## src/rtl/jesd204b_tx_pkg.sv

```systemverilog
// rtl/jesd204b_tx_pkg.sv - JESD204B TX link-layer control characters, ILA config record and config-octet helper
package jesd204b_tx_pkg;

    localparam logic [7:0] K28_0 = 8'h1C;
    localparam logic [7:0] K28_3 = 8'h7C;
    localparam logic [7:0] K28_4 = 8'h9C;
    localparam logic [7:0] K28_5 = 8'hBC;

    localparam logic [2:0] SUBCLASSV_DEFAULT = 3'd1;
    localparam logic [2:0] JESDV_DEFAULT     = 3'd1;

    localparam logic [3:0] CFG_C0  = 4'd0;
    localparam logic [3:0] CFG_C1  = 4'd1;
    localparam logic [3:0] CFG_C2  = 4'd2;
    localparam logic [3:0] CFG_C3  = 4'd3;
    localparam logic [3:0] CFG_C4  = 4'd4;
    localparam logic [3:0] CFG_C5  = 4'd5;
    localparam logic [3:0] CFG_C6  = 4'd6;
    localparam logic [3:0] CFG_C7  = 4'd7;
    localparam logic [3:0] CFG_C8  = 4'd8;
    localparam logic [3:0] CFG_C9  = 4'd9;
    localparam logic [3:0] CFG_C10 = 4'd10;
    localparam logic [3:0] CFG_C11 = 4'd11;
    localparam logic [3:0] CFG_C12 = 4'd12;
    localparam logic [3:0] CFG_C13 = 4'd13;

    localparam logic [7:0]  ILA_MIN_LEN       = 8'd3;
    localparam logic [13:0] ILA_MIN_MF_OCTETS = 14'd17;

    typedef enum logic {
        ST_IDLE = 1'b0,
        ST_GEN  = 1'b1
    } ila_state_t;

    typedef struct packed {
        logic [7:0] did;
        logic [3:0] bid;
        logic [4:0] lid_base;
        logic [3:0] adjcnt;
        logic       adjdir;
        logic       phadj;
        logic       scr;
        logic [4:0] l;
        logic [7:0] f;
        logic [4:0] k;
        logic [7:0] m;
        logic [1:0] cs;
        logic [4:0] n;
        logic [4:0] n_ap;
        logic [4:0] s;
        logic       hd;
        logic [4:0] cf;
    } ila_cfg_t;

    // Octets c0..c12 of one lane; c13 (FCHK) is formed by the caller from these.
    function automatic logic [7:0] ila_cfg_byte(input ila_cfg_t cfg, input logic [2:0] subclassv,
                                                input logic [2:0] jesdv, input logic [2:0] lane,
                                                input logic [3:0] c);
        logic [4:0] lid;
        logic [7:0] b;
        lid = cfg.lid_base + {2'b00, lane};
        case (c)
            CFG_C0:  b = cfg.did;
            CFG_C1:  b = {cfg.adjcnt, cfg.bid};
            CFG_C2:  b = {1'b0, cfg.adjdir, cfg.phadj, lid};
            CFG_C3:  b = {cfg.scr, 2'b00, cfg.l};
            CFG_C4:  b = cfg.f;
            CFG_C5:  b = {3'b000, cfg.k};
            CFG_C6:  b = cfg.m;
            CFG_C7:  b = {cfg.cs, 1'b0, cfg.n};
            CFG_C8:  b = {subclassv, cfg.n_ap};
            CFG_C9:  b = {jesdv, cfg.s};
            CFG_C10: b = {cfg.hd, 2'b00, cfg.cf};
            CFG_C11, CFG_C12: b = 8'h00;
            default: b = 8'h00;
        endcase
        return b;
    endfunction

endpackage

```

## src/rtl/ila_cfg_octet.sv

```systemverilog
// rtl/ila_cfg_octet.sv - per-lane ILA configuration octet mux with FCHK
module ila_cfg_octet
    import jesd204b_tx_pkg::*;
#(
    parameter logic [2:0] SUBCLASSV = SUBCLASSV_DEFAULT,
    parameter logic [2:0] JESDV     = JESDV_DEFAULT
) (
    input  ila_cfg_t   cfg,
    input  logic [2:0] lane,
    input  logic [3:0] c,
    output logic [7:0] octet
);

    logic [7:0] fchk;

    always_comb begin
        fchk = 8'h00;
        for (int i = 0; i <= int'(CFG_C12); i++) begin
            fchk = fchk + ila_cfg_byte(cfg, SUBCLASSV, JESDV, lane, 4'(i));
        end
    end

    assign octet = (c == CFG_C13) ? fchk : ila_cfg_byte(cfg, SUBCLASSV, JESDV, lane, c);

endmodule

```

## src/rtl/ila_gen_multilane.sv

```systemverilog
// rtl/ila_gen_multilane.sv - multi-lane JESD204B TX initial lane alignment sequence generator
module ila_gen_multilane
    import jesd204b_tx_pkg::*;
#(
    parameter int         LANES     = 4,
    parameter logic [2:0] SUBCLASSV = SUBCLASSV_DEFAULT,
    parameter logic [2:0] JESDV     = JESDV_DEFAULT
) (
    input  logic               clk,
    input  logic               rst,
    input  logic               i_seq_start,
    input  logic [7:0]         i_ila_multiframe_length,
    input  logic [7:0]         i_DID,
    input  logic [3:0]         i_BID,
    input  logic [4:0]         i_LID_base,
    input  logic [3:0]         i_adjcnt,
    input  logic               i_adjdir,
    input  logic               i_phadj,
    input  logic               i_SCR,
    input  logic [4:0]         i_L,
    input  logic [7:0]         i_F,
    input  logic [4:0]         i_K,
    input  logic [7:0]         i_M,
    input  logic [1:0]         i_CS,
    input  logic [4:0]         i_N,
    input  logic [4:0]         i_N_ap,
    input  logic [4:0]         i_S,
    input  logic               i_HD,
    input  logic [4:0]         i_CF,
    output logic [8*LANES-1:0] o_data,
    output logic [LANES-1:0]   o_k,
    output logic               o_vld,
    input  logic               i_rdy,
    output logic               o_busy,
    output logic               o_seq_end,
    output logic               o_cfg_err
);

    ila_state_t  state, state_n;
    ila_cfg_t    sh, cfg_in;
    logic [7:0]  sh_len, len_in;
    logic        prep;

    logic [7:0]  oct, oct_n;
    logic [4:0]  frm, frm_n;
    logic [7:0]  mf, mf_n;
    logic [12:0] mfi, mfi_n;
    logic [15:0] pos, pos_n;

    logic [8:0]  f_p1;
    logic [5:0]  k_p1;
    logic [13:0] fk_prod;
    logic        cfg_ok, start_ok, accept, advance, finish;

    logic        is_r, is_a, is_q, is_cfg, is_ctrl, beat_end;
    logic [7:0]  ctrl_char;
    logic [3:0]  cfg_idx;
    logic [7:0]  lane_cfg [LANES];
    logic [8*LANES-1:0] beat_data;

    assign f_p1     = {1'b0, i_F} + 9'd1;
    assign k_p1     = {1'b0, i_K} + 6'd1;
    assign fk_prod  = {5'b0, f_p1} * {8'b0, k_p1};
    assign cfg_ok   = fk_prod >= ILA_MIN_MF_OCTETS;
    assign start_ok = (state == ST_IDLE) && i_seq_start && cfg_ok;
    assign accept   = o_vld && i_rdy;
    // First GEN cycle loads the counters from the freshly latched shadow copy.
    assign advance  = (state == ST_GEN) && (prep || (accept && !o_seq_end));
    assign finish   = (state == ST_GEN) && !prep && accept && o_seq_end;
    assign len_in   = (i_ila_multiframe_length < ILA_MIN_LEN) ? ILA_MIN_LEN : i_ila_multiframe_length;

    always_comb begin
        cfg_in          = '0;
        cfg_in.did      = i_DID;
        cfg_in.bid      = i_BID;
        cfg_in.lid_base = i_LID_base;
        cfg_in.adjcnt   = i_adjcnt;
        cfg_in.adjdir   = i_adjdir;
        cfg_in.phadj    = i_phadj;
        cfg_in.scr      = i_SCR;
        cfg_in.l        = i_L;
        cfg_in.f        = i_F;
        cfg_in.k        = i_K;
        cfg_in.m        = i_M;
        cfg_in.cs       = i_CS;
        cfg_in.n        = i_N;
        cfg_in.n_ap     = i_N_ap;
        cfg_in.s        = i_S;
        cfg_in.hd       = i_HD;
        cfg_in.cf       = i_CF;
    end

    always_ff @(posedge clk) begin
        if (rst) begin
            state <= ST_IDLE;
        end else begin
            state <= state_n;
        end
    end

    always_comb begin
        state_n = state;
        case (state)
            ST_IDLE: if (start_ok) state_n = ST_GEN;
            ST_GEN:  if (finish)   state_n = ST_IDLE;
            default: state_n = ST_IDLE;
        endcase
    end

    always_comb begin
        oct_n = '0;
        frm_n = '0;
        mf_n  = '0;
        mfi_n = '0;
        pos_n = '0;
        if (!prep) begin
            pos_n = pos + 16'd1;
            mfi_n = mfi + 13'd1;
            oct_n = oct + 8'd1;
            frm_n = frm;
            mf_n  = mf;
            if (oct == sh.f) begin
                oct_n = '0;
                if (frm == sh.k) begin
                    frm_n = '0;
                    mfi_n = '0;
                    mf_n  = mf + 8'd1;
                end else begin
                    frm_n = frm + 5'd1;
                end
            end
        end
    end

    // Beat content for the counter values about to be registered.
    always_comb begin
        is_r     = (mfi_n == 13'd0);
        is_a     = (oct_n == sh.f) && (frm_n == sh.k);
        is_q     = (mf_n == 8'd1) && (mfi_n == 13'd1);
        is_cfg   = (mf_n == 8'd1) && (mfi_n >= 13'd2) && (mfi_n <= 13'd15);
        is_ctrl  = is_r || is_a || is_q;
        cfg_idx  = mfi_n[3:0] - 4'd2;
        beat_end = is_a && (mf_n == sh_len);
        if (is_r) begin
            ctrl_char = K28_0;
        end else if (is_a) begin
            ctrl_char = K28_3;
        end else begin
            ctrl_char = K28_4;
        end
    end

    for (genvar g = 0; g < LANES; g++) begin : g_lane
        ila_cfg_octet #(
            .SUBCLASSV(SUBCLASSV),
            .JESDV    (JESDV)
        ) u_cfg (
            .cfg  (sh),
            .lane (3'(g)),
            .c    (cfg_idx),
            .octet(lane_cfg[g])
        );
        assign beat_data[8*g +: 8] = is_ctrl ? ctrl_char : (is_cfg ? lane_cfg[g] : pos_n[7:0]);
    end

    always_ff @(posedge clk) begin
        if (rst) begin
            sh        <= '0;
            sh_len    <= ILA_MIN_LEN;
            prep      <= 1'b0;
            oct       <= '0;
            frm       <= '0;
            mf        <= '0;
            mfi       <= '0;
            pos       <= '0;
            o_data    <= {LANES{K28_5}};
            o_k       <= '1;
            o_vld     <= 1'b1;
            o_busy    <= 1'b0;
            o_seq_end <= 1'b0;
            o_cfg_err <= 1'b0;
        end else begin
            o_vld     <= 1'b1;
            o_busy    <= (state_n == ST_GEN);
            o_cfg_err <= (state == ST_IDLE) && i_seq_start && !cfg_ok;
            if (start_ok) begin
                sh        <= cfg_in;
                sh_len    <= len_in;
                prep      <= 1'b1;
                oct       <= '0;
                frm       <= '0;
                mf        <= '0;
                mfi       <= '0;
                pos       <= '0;
                o_data    <= {LANES{K28_5}};
                o_k       <= '1;
                o_seq_end <= 1'b0;
            end else if (advance) begin
                prep      <= 1'b0;
                oct       <= oct_n;
                frm       <= frm_n;
                mf        <= mf_n;
                mfi       <= mfi_n;
                pos       <= pos_n;
                o_data    <= beat_data;
                o_k       <= {LANES{is_ctrl}};
                o_seq_end <= beat_end;
            end else if (finish) begin
                oct       <= '0;
                frm       <= '0;
                mf        <= '0;
                mfi       <= '0;
                pos       <= '0;
                o_data    <= {LANES{K28_5}};
                o_k       <= '1;
                o_seq_end <= 1'b0;
            end
        end
    end

endmodule

```

## config.mk

```make
export PLATFORM = sky130hd
export DESIGN_NAME = ila_gen_multilane
export DESIGN_NICKNAME = d
export VERILOG_FILES = /design/src/rtl/jesd204b_tx_pkg.sv /design/src/rtl/ila_cfg_octet.sv /design/src/rtl/ila_gen_multilane.sv
export SDC_FILE = /design/constraint.sdc
export NUM_CORES = 1
export LEC_CHECK = 0
export ABC_AREA = 1
export CAP_MARGIN = 10
export CELL_PAD_IN_SITES_DETAIL_PLACEMENT = 1
export CELL_PAD_IN_SITES_GLOBAL_PLACEMENT = 2
export CORE_MARGIN = 2
export CORE_UTILIZATION = 38
export DETAILED_ROUTE_END_ITERATION = 8
export GPL_TIMING_DRIVEN = 0
export PLACE_DENSITY_LB_ADDON = 0.1
export SLEW_MARGIN = 10
export SYNTH_ARGS = -nofsm -noshare
export SYNTH_HDL_FRONTEND = slang
export SYNTH_HIERARCHICAL = 1
export SYNTH_SLANG_ARGS = --single-unit
```

## constraint.sdc

```tcl
create_clock -name clk -period 17.55 [get_ports clk]
set_input_delay 5.265 -clock clk [delete_from_list [all_inputs] [get_ports clk]]
set_output_delay 5.265 -clock clk [all_outputs]
set_load 0.02 [all_outputs]
```

==> summary.txt <==
=====================================================================================
Outcome ................................................................    completed
Number of enable-type register cells in the synthesized netlist ........            0
Number of cells upsized or downsized after cts .........................            0
Seq/Total Area, Yosys ..................................................        15.8%
Clock latency on the worst-skew pair ...................................      0.50 ns
Non-Filler Cell Area, Final ............................................  0.0231 mm^2
DP Area ................................................................  0.0224 mm^2
#FFs+latches synth .....................................................          160
Number of buffers created by CTS .......................................           17
Number of cells on the worst hold path .................................            2
Full die area ..........................................................  0.0551 mm^2
Total wire length ......................................................      83.3 mm
Minimum period implied by the final worst setup slack ..................     11.56 ns
Number of DRC violations after detailed-routing iteration 0 ............         1253
Finish-stage setup viols ...............................................            0
Initial Util ...........................................................        38.4%
Max stage delay on crit path ...........................................      0.71 ns
Number of core rows ....................................................           84
Wire length of the first global-routing pass ...........................       127 mm
Largest delay contributor family on the critical path .................. buffers and inverters
GRT Residual Overflow ..................................................            0
R2r setup slk ..........................................................     11.23 ns
Number of cells traversed by the worst register-to-register path .......           23
Prevailing post-synth register cell .................................... sky130_fd_sc_hd__dfxtp_1
All-layer global routing usage .........................................        30.7%
Per-instance average area after synthesis ..............................    6.72 um^2
HP Start ...............................................................   o_data[16]
Number of top-level design ports .......................................          125
Nets ...................................................................         3583
Post-Route Skew ........................................................    0.0176 ns
Setup repair after global routing missed its margin ....................        false
Most common cell type on the critical path ............................. sky130_fd_sc_hd__nor2_1
Post-synthesis to final-layout area growth .............................        13.9%
Buffers plus inverters on the worst setup path .........................            6
Netlist area before placement ..........................................  0.0202 mm^2
Crit end category ......................................................     register
Post-synthesis cell type count .........................................           52
Endpoint with the worst hold slack .....................................   o_data[16]
Async set-reset flop share out of synthesis ............................           0%
Worst hold margin ......................................................     0.472 ns
Detailed Routing Iterations Pass 1 .....................................            5
Worst r2r dst ..........................................................   o_data[20]
Type of the worst min-delay path .......................................      reg2reg
Detail Placement HPWL ..................................................      70.7 mm
Final weighted congestion in routability-driven placement ..............         1.04
Worst path slowest cell ................................................ sky130_fd_sc_hd__clkbuf_1
Power Dens Cells .......................................................  155 mW/mm^2
Number of buffer cells added on primary ports ..........................          123
Cell chosen for the clock root ......................................... sky130_fd_sc_hd__clkbuf_16
Leakage power of the design ............................................      11.4 nW
Width of the die .......................................................       235 um
Detail-routed net length per standard cell .............................      21.5 um
Gate count after technology mapping ....................................         3012
Std-Cell Core Area .....................................................  0.0527 mm^2
Transition at the pin with the smallest max-transition slack ...........      1.27 ns
Setup Fix Bufs, Post-CTS ...............................................            0
Final setup TNS ........................................................         0 ns
Relative slew slack ....................................................        14.9%
Arrival time of the worst setup path ...................................     11.98 ns
Reg2reg start ..........................................................       sh[40]
Number of max-capacitance violations reported ..........................            0
Largest net degree at the start of global routing ......................           20
Depth of the CTS H-tree ................................................            4
Die height .............................................................       235 um
Number of nets with antenna violations after detailed routing ..........            0
Final critical-path share of the clock period ..........................        65.9%
Startpoint types .......................................................    input pin
Initial antenna violation count ........................................            5
Via density per instance ...............................................         5.19
Fraction of final layout cells sized beyond drive strength 1 ...........        4.71%
TritonCTS clock tree ...................................................         done
Vias in the first global route .........................................        21100
Final-report hold violation count ......................................            0
Classification of the worst setup path .................................       in2reg
Fmax ...................................................................   0.0865 GHz
Hold-fix buffers at CTS ................................................            0
Biggest fanout along the worst timing path .............................           10
Largest vdd supply drop ................................................   0.000114 V
Detailed-route DRC error count .........................................            0
Yosys warnings .........................................................            6
Required time reported for the critical path endpoint ..................     17.98 ns
Clock-pin slew of the registers on the worst-case setup and hold paths .      0.07 ns
Number of buffers on the longest clock path ............................            2
Clock tree sinks .......................................................          160
Number of vias after detailed routing ..................................        20100
Final count of pins violating max slew .................................            0
=====================================================================================
==> cell families (layout without fill, tap and decap cells) <==
group	after synthesis	count (layout)	synth area share, %
AOI/OAI and AO/OA	346	346	10.2
xor gates and xnor gates	61	61	2.64
DFF	160	160	15.8
buffers and inverters	760	917	14.6
and+or+nand+nor	1356	1356	28.1
adders and majority gates	327	327	28.5
other	2	18	0.0371
==> Yosys cell counts (all sizes together), types with 3 or more instances <==
cell type / instances / area (um^2)
clkbuf: 31 / 116
o21ai: 116 / 581
nand3: 184 / 938
a32o: 4 / 40.0
a31oi: 6 / 37.5
o2bb2ai: 4 / 35.0
nor2: 379 / 1550
nor4: 5 / 31.3
xnor2: 32 / 280
xor2: 29 / 254
a22o: 5 / 43.8
o221ai: 9 / 85.1
nand4: 51 / 319
clkinv: 4 / 15.0
inv: 679 / 2550
a21oi: 101 / 505
a211oi: 14 / 110
o211ai: 11 / 82.6
a221oi: 12 / 111
ha: 103 / 1290
fa: 224 / 4480
o22ai: 49 / 307
nor3: 15 / 75.1
a22oi: 5 / 37.5
nand2: 717 / 2750
dfxtp: 160 / 3200
o21bai: 3 / 26.3
o2111ai: 3 / 26.3
buf: 46 / 283
==> flip-flops by register name, indices dropped and copies added, names as in the netlist <==
signal     cells
prep           1
o_seq_end      1
sh            73
o_k            1
pos            8
o_data        32
oct            8
frm            5
mf             8
mfi           13
sh_len         8
o_cfg_err      1
o_busy         1
==> worst max path at each step <==
stage,from,end,slack [ns],cells past startpoint
after detailed placement,i_F[0],sh[54],5.51,26
after floorplan,i_F[0],mfi[0],7.81,25
after CTS,i_F[0],sh[54],6.00,26
after global placement,i_F[0],sh[54],5.62,26
after global routing,i_F[0],sh[54],5.55,26
final,i_F[0],sh[54],5.99,26
==> area by class of cell <==
| type | count | area (um^2) |
|---|---|---|
| Fill cell | 6883 | 29600 |
| Sequential cell | 160 | 3200 |
| Clock buffer | 18 | 439 |
| Inverter | 683 | 2560 |
| Tap cell | 688 | 861 |
| Buffer | 77 | 399 |
| Multi-Input combinational cell | 2107 | 14100 |
| Clock inverter | 14 | 171 |
| Antenna cell | 1 | 2.50 |
| Timing Repair Buffer | 125 | 1270 |
==> tightest hold or removal path: cells and delay by family (launching register included) <==
kind / cells / cell delay [ns]
AOI/OAI and AO/OA: 1 / 0.05
and+or+nand+nor: 1 / 0.06
DFF: 1 / 0.31
==> placed cells by master (no fill, tap or decap), types with 29 or more instances in the layout <==
| master | synthesis | routed |
|---|---|---|
| sky130_fd_sc_hd__nand2_1 | 702 | 702 |
| sky130_fd_sc_hd__nand4_1 | 51 | 51 |
| sky130_fd_sc_hd__fa_1 | 224 | 224 |
| sky130_fd_sc_hd__o21ai_0 | 112 | 112 |
| sky130_fd_sc_hd__xor2_1 | 29 | 29 |
| sky130_fd_sc_hd__clkbuf_1 | 31 | 31 |
| sky130_fd_sc_hd__o22ai_1 | 49 | 49 |
| sky130_fd_sc_hd__xnor2_1 | 32 | 31 |
| sky130_fd_sc_hd__clkdlybuf4s50_1 | 0 | 123 |
| sky130_fd_sc_hd__a21oi_1 | 101 | 101 |
| sky130_fd_sc_hd__ha_1 | 103 | 103 |
| sky130_fd_sc_hd__inv_1 | 652 | 652 |
| sky130_fd_sc_hd__dfxtp_1 | 160 | 160 |
| sky130_fd_sc_hd__nand3_1 | 182 | 182 |
| sky130_fd_sc_hd__nor2_1 | 355 | 354 |
==> per-stage QoR <==
step	total power, mW	util (%)	setup WS (ns)	cells
6_report	3.58	43.8	5.99	3873
5_1_grt	4.03	43.8	5.55	3872
4_1_cts	3.61	43.8	6.00	3872
3_5_place_dp	3.19	42.6	5.51	3840
3_3_place_gp	3.05	42.5	5.62	3838
2_1_floorplan	2.39	-	7.81	3027
==> report_power, final <==
part / switching (mW) / internal [mW] / total (mW)
sequential: 0.103 / 0.391 / 0.494
clock: 0.184 / 0.217 / 0.401
combinational: 1.65 / 1.03 / 2.69
==> layer usage <==
layer	GRT usage [%]	up-vias	wire length, um
li1	-	9591	-
met4	8.44	6	2120
met5	0	-	38
met2	50.1	545	38300
met3	7.91	109	5650
met1	40.1	9857	37200
(Power assumes the default switching activity.)
